File: config.mk
export PLATFORM = sky130hd
export DESIGN_NAME = br_cmp_sched
export DESIGN_NICKNAME = d
export VERILOG_FILES = /design/src/rtl/br_cmp_sched.sv
export SDC_FILE = /design/constraint.sdc
export NUM_CORES = 1
export LEC_CHECK = 0
export CAP_MARGIN = 5
export CORE_UTILIZATION = 25
export CTS_CLUSTER_SIZE = 28
export DETAILED_ROUTE_END_ITERATION = 6
export GPL_TIMING_DRIVEN = 0
export PLACE_DENSITY_LB_ADDON = 0.2
export SLEW_MARGIN = 15
export SYNTH_ARGS = -nofsm -noshare
export SYNTH_HDL_FRONTEND = slang
export SYNTH_SLANG_ARGS = --single-unit
File: constraint.sdc
create_clock -name clk -period 15.55 [get_ports clk]
set_input_delay 1.555 -clock clk [delete_from_list [all_inputs] [get_ports clk]]
set_output_delay 1.555 -clock clk [all_outputs]
set_load 0.02 [all_outputs]
File: src/rtl/br_cmp_sched.sv
// Branch reservation station feeding the shared branch comparator.
// Oldest-ready-first issue from a compacting queue, CDB snoop, registered result.
module br_cmp_sched #(
   parameter int DEPTH = 4,
   parameter int TAG_W = 3
) (
   input  logic             clk,
   input  logic             rst,
   input  logic             flush,
   input  logic             alloc_valid,
   output logic             alloc_ready,
   input  logic [2:0]       alloc_cmpop,
   input  logic [31:0]      alloc_a_val,
   input  logic [31:0]      alloc_b_val,
   input  logic             alloc_a_rdy,
   input  logic             alloc_b_rdy,
   input  logic [TAG_W-1:0] alloc_a_tag,
   input  logic [TAG_W-1:0] alloc_b_tag,
   input  logic [TAG_W-1:0] alloc_rob_tag,
   input  logic             cdb_valid,
   input  logic [TAG_W-1:0] cdb_tag,
   input  logic [31:0]      cdb_value,
   output logic [2:0]       cmp_cmpop,
   output logic [31:0]      cmp_a,
   output logic [31:0]      cmp_b,
   input  logic             cmp_f,
   output logic             res_valid,
   output logic [TAG_W-1:0] res_rob_tag,
   output logic             res_taken,
   input  logic             res_ready
);
   localparam int CW = $clog2(DEPTH + 1);
   localparam int IW = (DEPTH > 1) ? $clog2(DEPTH) : 1;

   typedef struct packed {
      logic             v;
      logic [2:0]       op;
      logic [31:0]      a_val;
      logic [31:0]      b_val;
      logic             a_rdy;
      logic             b_rdy;
      logic [TAG_W-1:0] a_tag;
      logic [TAG_W-1:0] b_tag;
      logic [TAG_W-1:0] rob;
   } ent_t;

   ent_t             ent_q [DEPTH];
   ent_t             ent_d [DEPTH];
   ent_t             snp   [DEPTH+1];
   ent_t             new_e;
   logic [CW-1:0]    cnt_q;
   logic [CW-1:0]    cnt_d;
   logic [CW-1:0]    wr_idx;
   logic [IW-1:0]    sel;
   logic             has_cand;
   logic             issue;
   logic             alloc_fire;
   logic             res_valid_q;
   logic             res_valid_d;
   logic             res_taken_q;
   logic             res_taken_d;
   logic [TAG_W-1:0] res_tag_q;
   logic [TAG_W-1:0] res_tag_d;

   assign alloc_ready = (cnt_q != CW'(DEPTH));
   assign alloc_fire  = alloc_valid && alloc_ready;

   // Scan high to low so the lowest (oldest) ready slot wins.
   always_comb begin
      sel      = '0;
      has_cand = 1'b0;
      for (int i = DEPTH - 1; i >= 0; i--) begin
         if (ent_q[i].v && ent_q[i].a_rdy && ent_q[i].b_rdy) begin
            sel      = IW'(i);
            has_cand = 1'b1;
         end
      end
   end

   assign issue     = has_cand && (!res_valid_q || res_ready);
   assign cmp_cmpop = issue ? ent_q[sel].op    : ent_q[0].op;
   assign cmp_a     = issue ? ent_q[sel].a_val : ent_q[0].a_val;
   assign cmp_b     = issue ? ent_q[sel].b_val : ent_q[0].b_val;

   always_comb begin
      new_e       = '0;
      new_e.v     = 1'b1;
      new_e.op    = alloc_cmpop;
      new_e.a_val = alloc_a_val;
      new_e.b_val = alloc_b_val;
      new_e.a_rdy = alloc_a_rdy;
      new_e.b_rdy = alloc_b_rdy;
      new_e.a_tag = alloc_a_tag;
      new_e.b_tag = alloc_b_tag;
      new_e.rob   = alloc_rob_tag;
      if (!alloc_a_rdy && cdb_valid && alloc_a_tag == cdb_tag) begin
         new_e.a_val = cdb_value;
         new_e.a_rdy = 1'b1;
      end
      if (!alloc_b_rdy && cdb_valid && alloc_b_tag == cdb_tag) begin
         new_e.b_val = cdb_value;
         new_e.b_rdy = 1'b1;
      end
   end

   always_comb begin
      for (int i = 0; i < DEPTH; i++) begin
         snp[i] = ent_q[i];
         if (cdb_valid && ent_q[i].v && !ent_q[i].a_rdy
             && ent_q[i].a_tag == cdb_tag) begin
            snp[i].a_val = cdb_value;
            snp[i].a_rdy = 1'b1;
         end
         if (cdb_valid && ent_q[i].v && !ent_q[i].b_rdy
             && ent_q[i].b_tag == cdb_tag) begin
            snp[i].b_val = cdb_value;
            snp[i].b_rdy = 1'b1;
         end
      end
      snp[DEPTH] = '0;
      wr_idx     = cnt_q - CW'(issue);
      for (int i = 0; i < DEPTH; i++) begin
         ent_d[i] = (issue && i >= int'(sel)) ? snp[i+1] : snp[i];
         if (alloc_fire && wr_idx == CW'(i)) begin
            ent_d[i] = new_e;
         end
      end
      cnt_d = cnt_q + CW'(alloc_fire) - CW'(issue);
      if (flush) begin
         for (int i = 0; i < DEPTH; i++) begin
            ent_d[i] = '0;
         end
         cnt_d = '0;
      end
   end

   always_comb begin
      res_valid_d = res_valid_q;
      res_taken_d = res_taken_q;
      res_tag_d   = res_tag_q;
      if (issue) begin
         res_valid_d = 1'b1;
         res_taken_d = cmp_f;
         res_tag_d   = ent_q[sel].rob;
      end else if (res_ready) begin
         res_valid_d = 1'b0;
      end
      if (flush) begin
         res_valid_d = 1'b0;
      end
   end

   always_ff @(posedge clk or posedge rst) begin
      if (rst) begin
         for (int i = 0; i < DEPTH; i++) begin
            ent_q[i] <= '0;
         end
         cnt_q       <= '0;
         res_valid_q <= 1'b0;
         res_taken_q <= 1'b0;
         res_tag_q   <= '0;
      end else begin
         ent_q       <= ent_d;
         cnt_q       <= cnt_d;
         res_valid_q <= res_valid_d;
         res_taken_q <= res_taken_d;
         res_tag_q   <= res_tag_d;
      end
   end

   assign res_valid   = res_valid_q;
   assign res_taken   = res_taken_q;
   assign res_rob_tag = res_tag_q;

endmodule

==> results.py <==
metrics = {
    "job": {
        "cap_viol_max_count": 0,
    },
    "timing": {
        "fin_crit_sh": 0.428,
        "finalHoldViolations": 0,
        "finalSetupViolCount": 0,
        "skew_ps": 14.1,
        "rsz0062_at_grt": "false",
        "fmax_mhz": 150,
        "min_period_ps": 6660,
        "drv_slew": 0,
        "maxSlewHeadroom": 0.126,
        "worst-slew-pin-transition_ps": 1310,
    },
    "setup_path": {
        "cp_cell_sequence": "clkdlybuf4s50_1 -> and2b_1 -> a41oi_4 -> nand2_1 -> clkbuf_2 -> clkbuf_1 -> nand2_1 -> o21ai_0 -> clkdlybuf4s50_1",
        "cp_max_fo": 10,
        "cp.depth": 9,
        "critical-path-top-delay-family": "buffers and inverters",
        "slowest_stage": "clkdlybuf4s50_1",
        "end_kind": "output port",
        "critPathArrivalTime_ps": 5100,
        "slowest_delay_ps": 640,
        "crit_required_ps": 14000,
        "crit_type": "primary input to output port",
        "worstRegToRegCells": 14,
        "critPathBufInv": 4,
        "start_kind": "primary input",
    },
    "final_layout": {
        "layout-drive-gt1-share": 0.139,
        "multi_input_area_um2": 12600,
        "most-common-layout-cells": "324 x dfrtp_1, 275 x nand2_1, 232 x nor3_1, 217 x clkbuf_1, 156 x clkdlybuf4s50_1",
        "final_area_um2": 27000,
        "finalNonFillerCells": 3810,
        "final_common_cell": "dfrtp_1",
        "fillers": 9226,
        "layout.nets": 2732,
        "syn2layout_area_growth_pct": 20.6,
        "regArea_um2": 8110,
    },
    "logic_synthesis": {
        "yosys_warnings": 0,
        "ys_ff_latch": 324,
        "synth_fp_nets": 2524,
        "async_reset_ff_frac": 1.00,
        "postSynthCellCount": 2401,
        "netlist_area_um2": 22400,
        "synth_edf_count": 0,
        "syn-mean-instance-area_um2": 9.32,
        "synth-seq-area-share": 0.362,
        "synth_ff_type": "dfrtp_1",
        "ys_types": 64,
    },
    "placed_design": {
        "dp.cells": 3726,
        "portBuffers": 156,
        "hpwl_um": 87600,
        "place_congestion": 0.953,
        "place_area_um2": 25500,
    },
    "hold_path": {
        "whs_path_depth": 2,
        "min_path_type": "flop to flop",
    },
    "power": {
        "power.leakage_uw": 0.0102,
        "irDropWorstVdd_mv": 0.0768,
        "power.density_nw_per_um2": 131,
    },
    "clocking": {
        "clk_latency_ps": 600,
        "htree_levels": 2,
        "cts_tree": "yes",
        "cts_buffers": 46,
        "clock_sinks": 324,
        "clk_path_buf_depth": 3,
        "postCtsSetupBuffers": 0,
        "cts.clk_slew.worst_paths_ps": 50,
        "cts_resized": 0,
        "cts-root-buf": "clkbuf_16",
        "hold_buffers": 0,
    },
    "die": {
        "start_util": 0.253,
        "die_area_um2": 90700,
        "rows": 109,
        "core_um2": 88500,
        "die_w_um": 301,
        "io_pins": 193,
        "die_h_um": 301,
    },
    "global_route": {
        "grt_max_degree": 84,
        "grt_pass1_wl_um": 176000,
        "grt_pass1_vias": 24000,
        "antenna_found_initial": 7,
        "grt.total_usage": 0.265,
        "met2_usage": 0.399,
        "grt-ovfl-total": 0,
        "top_usage_layer": "met2",
        "grt.met3_usage": 0.0611,
        "grt.met1_usage": 0.348,
    },
    "routing": {
        "num_vias": 24000,
        "first_iter_violations": 3143,
        "finalWirelength_um": 124000,
        "vias_per_cell": 6.31,
        "drc": 36,
        "wl_per_cell_um": 32.4,
        "firstDrtPassIters": 7,
        "antenna_left": 0,
    },
    "status": {
        "status": "finished with violations",
        "violations": "DRC",
    },
}
==> sequential cells by signal, indices dropped and copies added, names as in the netlist <==
| register | cells |
|---|---|
| ent_q | 316 |
| cnt_q | 3 |
| res_rob_tag | 3 |
| res_taken | 1 |
| res_valid | 1 |
==> metrics by stage <==
stage               total power (uW)  worst slack (ps)   util  TNS (ps)  hold WS (ps)
floorplan                       1860              5030      -         0           498
global placement                2410              -610  0.287   -180440           471
detailed placement              2420              8650  0.288         0           478
CTS                             3490              8770  0.305         0           494
global route                    3640              8880  0.305         0           511
finish                          3520              8890  0.305         0           486
==> report_power, final <==
group / internal [uW] / switching, uW
sequential: 982 / 118
clock: 628 / 444
combinational: 464 / 888
total: 2070 / 1450
==> layer usage <==
metal | vias up | part of all wire
met3 | 338 | 0.096
met2 | 1661 | 0.44
met5 | - | 0.00022
met1 | 12100 | 0.41
met4 | 4 | 0.056
li1 | 9970 | -
==> final cells by class <==
type / instances / area share
Inverter: 5 / 0.000974
Multi-Input combinational cell: 1725 / 0.468
Clock buffer: 70 / 0.0501
Sequential cell: 324 / 0.300
Antenna cell: 5 / 0.000464
Timing Repair Buffer: 160 / 0.0613
Tap cell: 1165 / 0.0540
Buffer: 347 / 0.0609
Clock inverter: 9 / 0.00422
==> path summary, 6_finish.rpt <==
kind,from,slack (ps),to
max,res_ready,8890,cmp_b[9]
min,res_taken$_DFFE_PP0P_,490,res_taken$_DFFE_PP0P_
max reg2reg,ent_q[78]$_DFFE_PP0P_,10330,ent_q[286]$_DFFE_PP0P_
min reg2reg,res_taken$_DFFE_PP0P_,490,res_taken$_DFFE_PP0P_
max in group asynchronous,rst,12680,ent_q[220]$_DFF_PP0_
min in group asynchronous,rst,1450,ent_q[186]$_DFF_PP0_
==> cells by family after synthesis <==
family | share of synthesized area
adders and majority gates | 0.00201
DFF | 0.362
buffers and inverters | 0.0741
and+or+nand+nor | 0.142
muxes | 0.0725
AOI/OAI and AO/OA | 0.333
xor gates and xnor gates | 0.0140
==> worst register-to-register path, delay by kind of cell, from the launching register on <==
| kind | cells | cell delay [ps] |
|---|---|---|
| AO/OA/AOI/OAI | 3 | 650 |
| buffers and inverters | 5 | 2820 |
| AND/OR/NAND/NOR | 5 | 780 |
| flip-flops | 1 | 460 |
| adder cells (fa/ha/maj) | 1 | 380 |
==> cell usage after synthesis, types with 3 or more instances <==
| cell type | count | area [um^2] |
|---|---|---|
| dfrtp_1 | 324 | 8110 |
| nand2_1 | 275 | 1030 |
| nor3_1 | 232 | 1160 |
| clkbuf_1 | 208 | 781 |
| a211oi_1 | 136 | 1020 |
| buf_2 | 109 | 546 |
| a21oi_1 | 86 | 430 |
| mux2i_1 | 81 | 811 |
| o21ai_0 | 78 | 390 |
| mux2_2 | 70 | 788 |
| o221ai_1 | 70 | 613 |
| a2bb2oi_1 | 67 | 587 |
| o31ai_1 | 65 | 488 |
| a221oi_1 | 64 | 561 |
| a222oi_1 | 64 | 641 |
| o2111ai_1 | 64 | 561 |
| o22a_1 | 64 | 561 |
| o41ai_2 | 62 | 1010 |
| or3_1 | 34 | 213 |
| nand3b_1 | 32 | 240 |
| xnor2_1 | 31 | 272 |
| a311oi_1 | 30 | 263 |
| buf_6 | 24 | 270 |
| nand3_1 | 21 | 105 |
| o211ai_1 | 13 | 97.6 |
| nand4_1 | 10 | 62.6 |
| nand2b_1 | 9 | 56.3 |
| and3b_1 | 8 | 70.1 |
| buf_4 | 5 | 37.5 |
| nor2_1 | 5 | 18.8 |
| and2_0 | 4 | 25.0 |
| and2_1 | 4 | 25.0 |
| inv_1 | 4 | 15.0 |
| a31oi_1 | 3 | 18.8 |
| and3_1 | 3 | 18.8 |
| and4_1 | 3 | 26.3 |
| nand3_4 | 3 | 52.6 |
| nor2b_1 | 3 | 18.8 |
Power figures use the tool's default switching activity.
==> variant (same settings) <==
Change the parameter `TAG_W` from 3 to 6.
--- a/src/rtl/br_cmp_sched.sv
+++ b/src/rtl/br_cmp_sched.sv
@@ -4,3 +4,3 @@
    parameter int DEPTH = 4,
-   parameter int TAG_W = 3
+   parameter int TAG_W = 6
 ) (
Ports: changed (5 resized); port bits go from 193 to 208. No check against the original RTL was run, so the function may have changed too.
==> variant against the unedited design <==
  * Critical path depth shrank 1
  * Worst setup slack got worse by 560 ps
  * Sequential cell count grew 39
  * Combinational power fell by 13%
  * Cell area is 0.19% higher
  * Synthesized area fell by 0.86%
  * Clock skew up 20 ps
  * Routed wire length is 12% lower
  * Power rose by 0.80%
==> variant: results (changes against the unedited design) <==
largest_reg_flops: 352  # was 316
rr_startpoint: "ent_q[282]"  # was ent_q[78]
peakVddDrop_mv: 0.0735  # was 0.0768 mV
swShare_pct: 36.8  # was 41.1%
layout-drive-gt1-share_pct: 5.35  # was 13.9%
cp-endpoint: "cmp_b[30]"  # was cmp_b[9]
synthDistinctLibCells: 53  # was 64
dp_hpwl_microns: 77100  # was 87,600 microns
cts_made_buffers: 47  # was 46
fin_skew_ps: 34.3  # was 14.1 ps
fill_cells: 9203  # was 9,226
first_pass_iters: 6  # was 7
wire_per_inst_microns: 28.3  # was 32.4 microns
post-place-cells: 3745  # was 3,726
clk_latency_ps: 620  # was 600 ps
grt_pass1_wl_microns: 158000  # was 176,000 microns
syn_nets: 2551  # was 2,524
grt_pass1_vias: 22300  # was 24,000
synth_seq_area_share_pct: 40.9  # was 36.2%
finalWirelength_microns: 108000  # was 124,000 microns
place.port_buffers: 169  # was 156
r2r-end: "ent_q[136]"  # was ent_q[286]
vias_per_cell: 5.78  # was 6.31
grt_antenna_before_repair: 2  # was 7
drt_iter0_drc: 2510  # was 3,143
reg2reg_depth: 13  # was 14
syn_area_per_cell_sq_um: 9.18  # was 9.32 sq um
max_freq_ghz: 0.139  # was 0.150 GHz
yosys-top-cells-count: "nand2_1, dfrtp_1, clkbuf_1"  # was dfrtp_1, nand2_1, nor3_1
gp_congestion: 0.910  # was 0.953
r2r_setup_slack_ps: 10020  # was 10,330 ps
grt_usage_pct: 23.6  # was 26.5%
cp.arrival_ps: 5660  # was 5100 ps
grt_max_degree: 102  # was 84
status: "finished, final reports clean"  # was finished with violations
variant: cell types whose count changed after synthesis, moves of 65 or more:
cell	before	now
buf_2	109	42
a22o_1	0	151
nand2_1	275	369
o221ai_1	70	0
nand2b_1	9	134
nor3_1	232	11
mux2_2	70	5
nor2_1	5	82
variant: area by class of cell:
cell class / instances / share of cell area, %
diodes: 2 / 0.0185
multi-input cells: 1777 / 44.5
repair buffers: 174 / 6.63
clock inverters: 12 / 0.639
inverters: 6 / 0.111
clock buffers: 71 / 5.13
well taps: 1155 / 5.34
plain buffers: 270 / 4.02
flip-flops and latches: 363 / 33.6
variant: power by group through the flow:
stage | sequential [uW] | combinational [uW] | clock [uW]
finish | 1230 | 1180 | 1140
global placement | 1240 | 1150 | 0
detailed placement | 1240 | 1170 | 0
floorplan | 1220 | 694 | 0
global route | 1250 | 1260 | 1190
CTS | 1230 | 1180 | 1150
variant: cell families after synthesis:
| group | after synthesis | synth area share, % |
|---|---|---|
| muxes | 133 | 6.03 |
| AOI/OAI and AO/OA | 918 | 31.7 |
| DFF | 363 | 40.9 |
| buffers and inverters | 276 | 4.99 |
| and+or+nand+nor | 658 | 13.5 |
| adders and majority gates | 3 | 0.203 |
| xor gates and xnor gates | 65 | 2.60 |
variant: metrics by stage:
| step | area [sq um] | TNS [ps] |
|---|---|---|
| 4_1_cts | 27000 | 0 |
| 5_1_grt | 27000 | 0 |
| 6_report | 27000 | 0 |
| 3_3_place_gp | 25300 | -759270 |
| 2_1_floorplan | 22200 | 0 |
| 3_5_place_dp | 25500 | 0 |
variant: metal layers:
layer / share of wire (%) / GRT usage [%] / vias to the layer above
met1: 44 / 32.6 / 11300
met3: 7.7 / 4.01 / 220
li1: - / - / 9487
met5: 0.012 / 0 / -
met2: 45 / 36.9 / 1163
met4: 3.5 / 8.30 / 2
variant: how the worst min path moves through the flow:
stage / end / cells past startpoint / from / slack, ps
4_1_cts: res_taken / 2 / res_taken / 490
3_5_place_dp: res_rob_tag[3] / 2 / res_rob_tag[3] / 480
5_1_grt: ent_q[302] / 1 / ent_q[302] / 500
2_1_floorplan: ent_q[284] / 1 / ent_q[284] / 470
6_report: res_taken / 2 / res_taken / 480
3_3_place_gp: ent_q[318] / 1 / ent_q[318] / 470
variant: critical path: stages:
cell and delay (ps):
clkdlybuf4s50_1 500, nor2b_1 440, a41oi_4 180, nand2_1 440, clkbuf_1 660, buf_1 800
a22o_1 420, clkdlybuf4s50_1 650
